$ cat src/rtl/carry_select_adder_if.sv
`default_nettype none
// +------------------------------------------------------------------+
// | carry_select_adder_if : operand/result bundle for the adder       |
// | Revision 1.0                                                      |
// +------------------------------------------------------------------+
interface carry_select_adder_if #(
  parameter int WIDTH = 6
);
  logic [WIDTH-1:0] A;
  logic [WIDTH-1:0] B;
  logic             c0;
  logic [WIDTH-1:0] sum;
  logic             c6;

  modport master (output A, output B, output c0, input sum, input c6);
  modport slave  (input A, input B, input c0, output sum, output c6);
endinterface
`default_nettype wire

$ cat src/rtl/carry_select_adder.sv
`default_nettype none
// +------------------------------------------------------------------+
// | carry_select_adder : carry-select adder, registered sum/carry-out |
// | Revision 1.0                                                      |
// +------------------------------------------------------------------+
module carry_select_adder #(
  parameter int WIDTH = 6,
  parameter int BLK   = 2
) (
  input  logic                 clk,
  input  logic                 rst_n,
  carry_select_adder_if.slave  bus
);

  localparam int NBLK = WIDTH / BLK;

  function automatic logic [BLK:0] ripple(
    input logic [BLK-1:0] a,
    input logic [BLK-1:0] b,
    input logic           ci
  );
    logic           c;
    logic [BLK-1:0] s;
    c = ci;
    s = '0;
    for (int i = 0; i < BLK; i++) begin
      s[i] = a[i] ^ b[i] ^ c;
      c    = (a[i] & b[i]) | (c & (a[i] ^ b[i]));
    end
    return {c, s};
  endfunction

  logic [WIDTH-1:0] w_sum;
  logic [WIDTH-1:0] sum_d;
  logic [WIDTH-1:0] sum_q;
  logic             c6_d;
  logic             c6_q;

  for (genvar k = 0; k < NBLK; k++) begin : g_blk
    logic [BLK-1:0] w_a;
    logic [BLK-1:0] w_b;
    logic           w_cout;

    assign w_a = bus.A[k*BLK +: BLK];
    assign w_b = bus.B[k*BLK +: BLK];

    if (k == 0) begin : g_ripple
      logic [BLK:0] w_r;
      assign w_r                 = ripple(w_a, w_b, bus.c0);
      assign w_sum[k*BLK +: BLK] = w_r[BLK-1:0];
      assign w_cout              = w_r[BLK];
    end else begin : g_select
      logic [BLK:0] w_r0;
      logic [BLK:0] w_r1;
      logic         w_sel;
      // Both carry-in hypotheses are ready before the lower block resolves.
      assign w_r0                = ripple(w_a, w_b, 1'b0);
      assign w_r1                = ripple(w_a, w_b, 1'b1);
      assign w_sel               = g_blk[k-1].w_cout;
      assign w_sum[k*BLK +: BLK] = w_sel ? w_r1[BLK-1:0] : w_r0[BLK-1:0];
      assign w_cout              = w_sel ? w_r1[BLK] : w_r0[BLK];
    end
  end

  always_comb begin
    sum_d = w_sum;
    c6_d  = g_blk[NBLK-1].w_cout;
  end

  always_ff @(posedge clk or negedge rst_n) begin
    if (!rst_n) begin
      sum_q <= '0;
      c6_q  <= 1'b0;
    end else begin
      sum_q <= sum_d;
      c6_q  <= c6_d;
    end
  end

  assign bus.sum = sum_q;
  assign bus.c6  = c6_q;

endmodule
`default_nettype wire

$ cat src/flat_wrapper.sv
// flat-port wrapper written by rule: the top's interface ports become plain ports
module carry_select_adder_flat 
#(
  parameter int WIDTH = 6,
  parameter int BLK   = 2
)
  (clk, rst_n, bus_A, bus_B, bus_c0, bus_sum, bus_c6);
  carry_select_adder_if #(.WIDTH(WIDTH)) bus_i ();
  input  logic clk;
  input  logic rst_n;
  input wire logic [$bits(bus_i.A)-1:0] bus_A;
  input wire logic [$bits(bus_i.B)-1:0] bus_B;
  input wire logic [$bits(bus_i.c0)-1:0] bus_c0;
  output wire logic [$bits(bus_i.sum)-1:0] bus_sum;
  output wire logic [$bits(bus_i.c6)-1:0] bus_c6;
  assign bus_i.A = bus_A;
  assign bus_i.B = bus_B;
  assign bus_i.c0 = bus_c0;
  assign bus_sum = bus_i.sum;
  assign bus_c6 = bus_i.c6;
  carry_select_adder #(.WIDTH(WIDTH), .BLK(BLK)) u_core (.clk(clk), .rst_n(rst_n), .bus(bus_i));
endmodule
$ cat config.mk
export PLATFORM = sky130hd
export DESIGN_NAME = carry_select_adder_flat
export DESIGN_NICKNAME = d
export VERILOG_FILES = /design/src/rtl/carry_select_adder_if.sv /design/src/rtl/carry_select_adder.sv /design/src/flat_wrapper.sv
export SDC_FILE = /design/constraint.sdc
export NUM_CORES = 1
export LEC_CHECK = 0
export BUFFER_PORTS_ARGS = -buffer_cell sky130_fd_sc_hd__buf_4
export CAP_MARGIN = 10
export CORE_AREA = 2 2 39 41
export DETAILED_ROUTE_END_ITERATION = 8
export DIE_AREA = 0 0 41 43
export GPL_TIMING_DRIVEN = 1
export SLEW_MARGIN = 5
export SYNTH_ARGS = -nofsm -noshare
export SYNTH_HDL_FRONTEND = slang
export SYNTH_SLANG_ARGS = --single-unit
$ cat constraint.sdc
create_clock -name clk -period 0.8 [get_ports clk]
set_input_delay 0.08 -clock clk [delete_from_list [all_inputs] [get_ports clk]]
set_output_delay 0.08 -clock clk [all_outputs]
set_load 0.1 [all_outputs]
==> metrics.md <==
| Metric | Value |
|---|---|
| VDD IR max | 0.7376 mV |
| Layout fillers | 128 |
| HP Class | in2reg |
| Antenna Nets Post-Route | 0 |
| Setup Viol. Count Final | 13 |
| Row count | 14 |
| Tcrit/Tclk final | 228.0% |
| DRT iter0 DRCs | 0 |
| CTS Buffer Depth | 2 |
| First-pass GRT wire length | 1062 µm |
| N_diodes | 0 |
| Wire length per cell | 7.646 µm |
| Failing checks | setup timing |
| CORE AREA | 1384 µm² |
| Crit path required time | 940 ps |
| Vias post-DR | 307 |
| Worst setup EP type | register |
| Rel. slew slack | 88.45% |
| Htree depth | 1 |
| Worst-Margin Slew | 168.5 ps |
| Synth warn | 0 |
| Startpoint types | input pin |
| Mux contribution to synthesized area | 2.564% |
| Fraction of layout cells with a size suffix above 1 | 69.70% |
| Max FO, Critical Path | 3 |
| HPWL after DPL | 506.6 µm |
| Register area | 182.7 µm² |
| Main combinational cell family by area after synthesis | adder cells |
| Crit Path Category | in2reg |
| First-pass DRT Iterations | 1 |
| Multi-input logic area | 182.7 µm² |
| Largest net degree at the start of global routing | 8 |
| Hold WS | 133.7 ps |
| Util after Layout | 56.15% |
| CTS root buffer | clkbuf_4 |
| Mapped Cells | 33 |
| CTS tree | yes |
| Syn Nets | 56 |
| Status | finished with violations |
| Synth unique cells | 9 |
| Synth Area in Simple Gates | 0.9615% |
| Number of global-route vias before repair | 296 |
| GRT Overall Usage | 9.119% |
| Unrepaired setup endpoints after global routing | true |
| Register area share after synthesis | 44.87% |
| GR Overflow Total | 0 |
| Seq cells post-synth | 7 |
| Most frequent cells in the layout | buf_4, inv_1, dfrtp_2, buf_6, buf_12 |
| Leakage | 0.4011 nW |
| DIE WIDTH | 41 µm |
| Initial antenna violation count | 0 |
| Post-synthesis average cell area | 11.83 µm² |
| Num ports | 22 |
| Final Routed Wirelength | 627 µm |
| Max cap viols | 0 |
| Height of the die | 43 µm |
| Drt via density | 3.744 |
| GP Congestion | 0.6381 |
| Post-synthesis adder-cell area fraction | 33.33% |
| Total power | 1.774 mW |
| Critical Path AT | 1970 ps |
| PwrDens | 2284 nW/µm² |
| Most common cell after layout, fill and taps aside | buf_4 |
| Nets | 90 |
| Buffers on Ports | 21 |
| Total CTS buffers | 3 |
| Clock transition at path regs | 50 ps |
| Mapped Area | 390.4 µm² |
| XOR/XNOR Fraction of Synth Area | 4.487% |
| Initial core utilization | 28.21% |
| Post-synthesis compound-gate area fraction | 1.282% |
| DIE AREA | 1763 µm² |
| Area grow syn2layout | 99.04% |
| Max Fclk | 548.2 MHz |
| Clock Sink Count | 7 |
| Fin worst setup slack | -1024 ps |
| Slew Viols, Final | 0 |
| Post-layout min period | 1824 ps |
| Hold Vio Cnt, Final | 0 |
| Drt drc | 0 |
[cells by family after synthesis]
kind of cell,Yosys count
muxes,1
DFF,7
adders and majority gates,8
AOI/OAI and AO/OA,1
xor gates and xnor gates,2
and+or+nand+nor,1
buffers and inverters,13
[layout make-up]
| class | count | area share [%] |
|---|---|---|
| inverter | 13 | 6.280 |
| multi-input combinational | 13 | 23.51 |
| tap | 16 | 2.576 |
| clock buffer | 4 | 3.382 |
| sequential | 7 | 23.51 |
| timing repair buffer | 29 | 40.74 |
[through the flow]
step | instances | instance area [µm²] | setup slack [ps] | setup TNS [ps]
3_3_place_gp | 70 | 585.6 | -1315 | -4682
2_1_floorplan | 33 | 407.9 | -1138 | -3832
5_1_grt | 82 | 777.0 | -1088 | -4825
4_1_cts | 80 | 715.7 | -1046 | -4263
3_5_place_dp | 70 | 585.6 | -1347 | -4834
6_report | 82 | 777.0 | -1024 | -4364
[registers in the layout, indices dropped and copies added (netlist names)]
register	cells
u_core.bus.c6	1
u_core.bus.sum	6
[cells in the mapped netlist]
cell     number  share of area, %
inv_1        13                13
dfrtp_1       7                45
fa_1          4                21
ha_1          4                13
mux2i_1       1               2.6
nand2_1       1              0.96
o21ai_0       1               1.3
xnor2_1       1               2.2
xor2_1        1               2.2
[metal layers]
metal / global-route usage [%] / wire length, µm / vias up
met5: 0 / 0 / -
met1: 9.272 / 216 / 137
met3: 1.571 / 47 / 0
li1: - / - / 157
met4: 8.000 / 0 / 0
met2: 14.69 / 363 / 13
[timing repair]
action	4_1_cts	5_1_grt
resized for setup	15	13
setup buffers	5	2
endpoints found under the setup margin	13	13
hold endpoints to repair	7	0
hold buffers	1	0
[critical path, stage by stage]
cell	delay, ps
buf_6	90
fa_2	380
inv_2	60
fa_2	200
mux2i_1	90
fa_2	380
nand2_2	90
o21ai_2	60
fa_2	520
inv_2	30
[path summary, 6_finish.rpt]
check                        from                          end  slack [ps]  depth (start not counted)
max                        bus_c0  u_core.bus.sum[5]$_DFF_PN0_       -1020                         10
min                        bus_c0  u_core.bus.sum[0]$_DFF_PN0_         130                          2
max in group asynchronous   rst_n  u_core.bus.sum[0]$_DFF_PN0_         470                          2
min in group asynchronous   rst_n  u_core.bus.sum[5]$_DFF_PN0_         200                          2
[power by group]
part	internal (mW)	leakage, nW	switching [mW]
clock	0.190	0.0150	0.118
sequential	0.430	0.0755	0.0477
combinational	0.382	0.311	0.607
No activity file was read; power rests on OpenSTA's default activity.
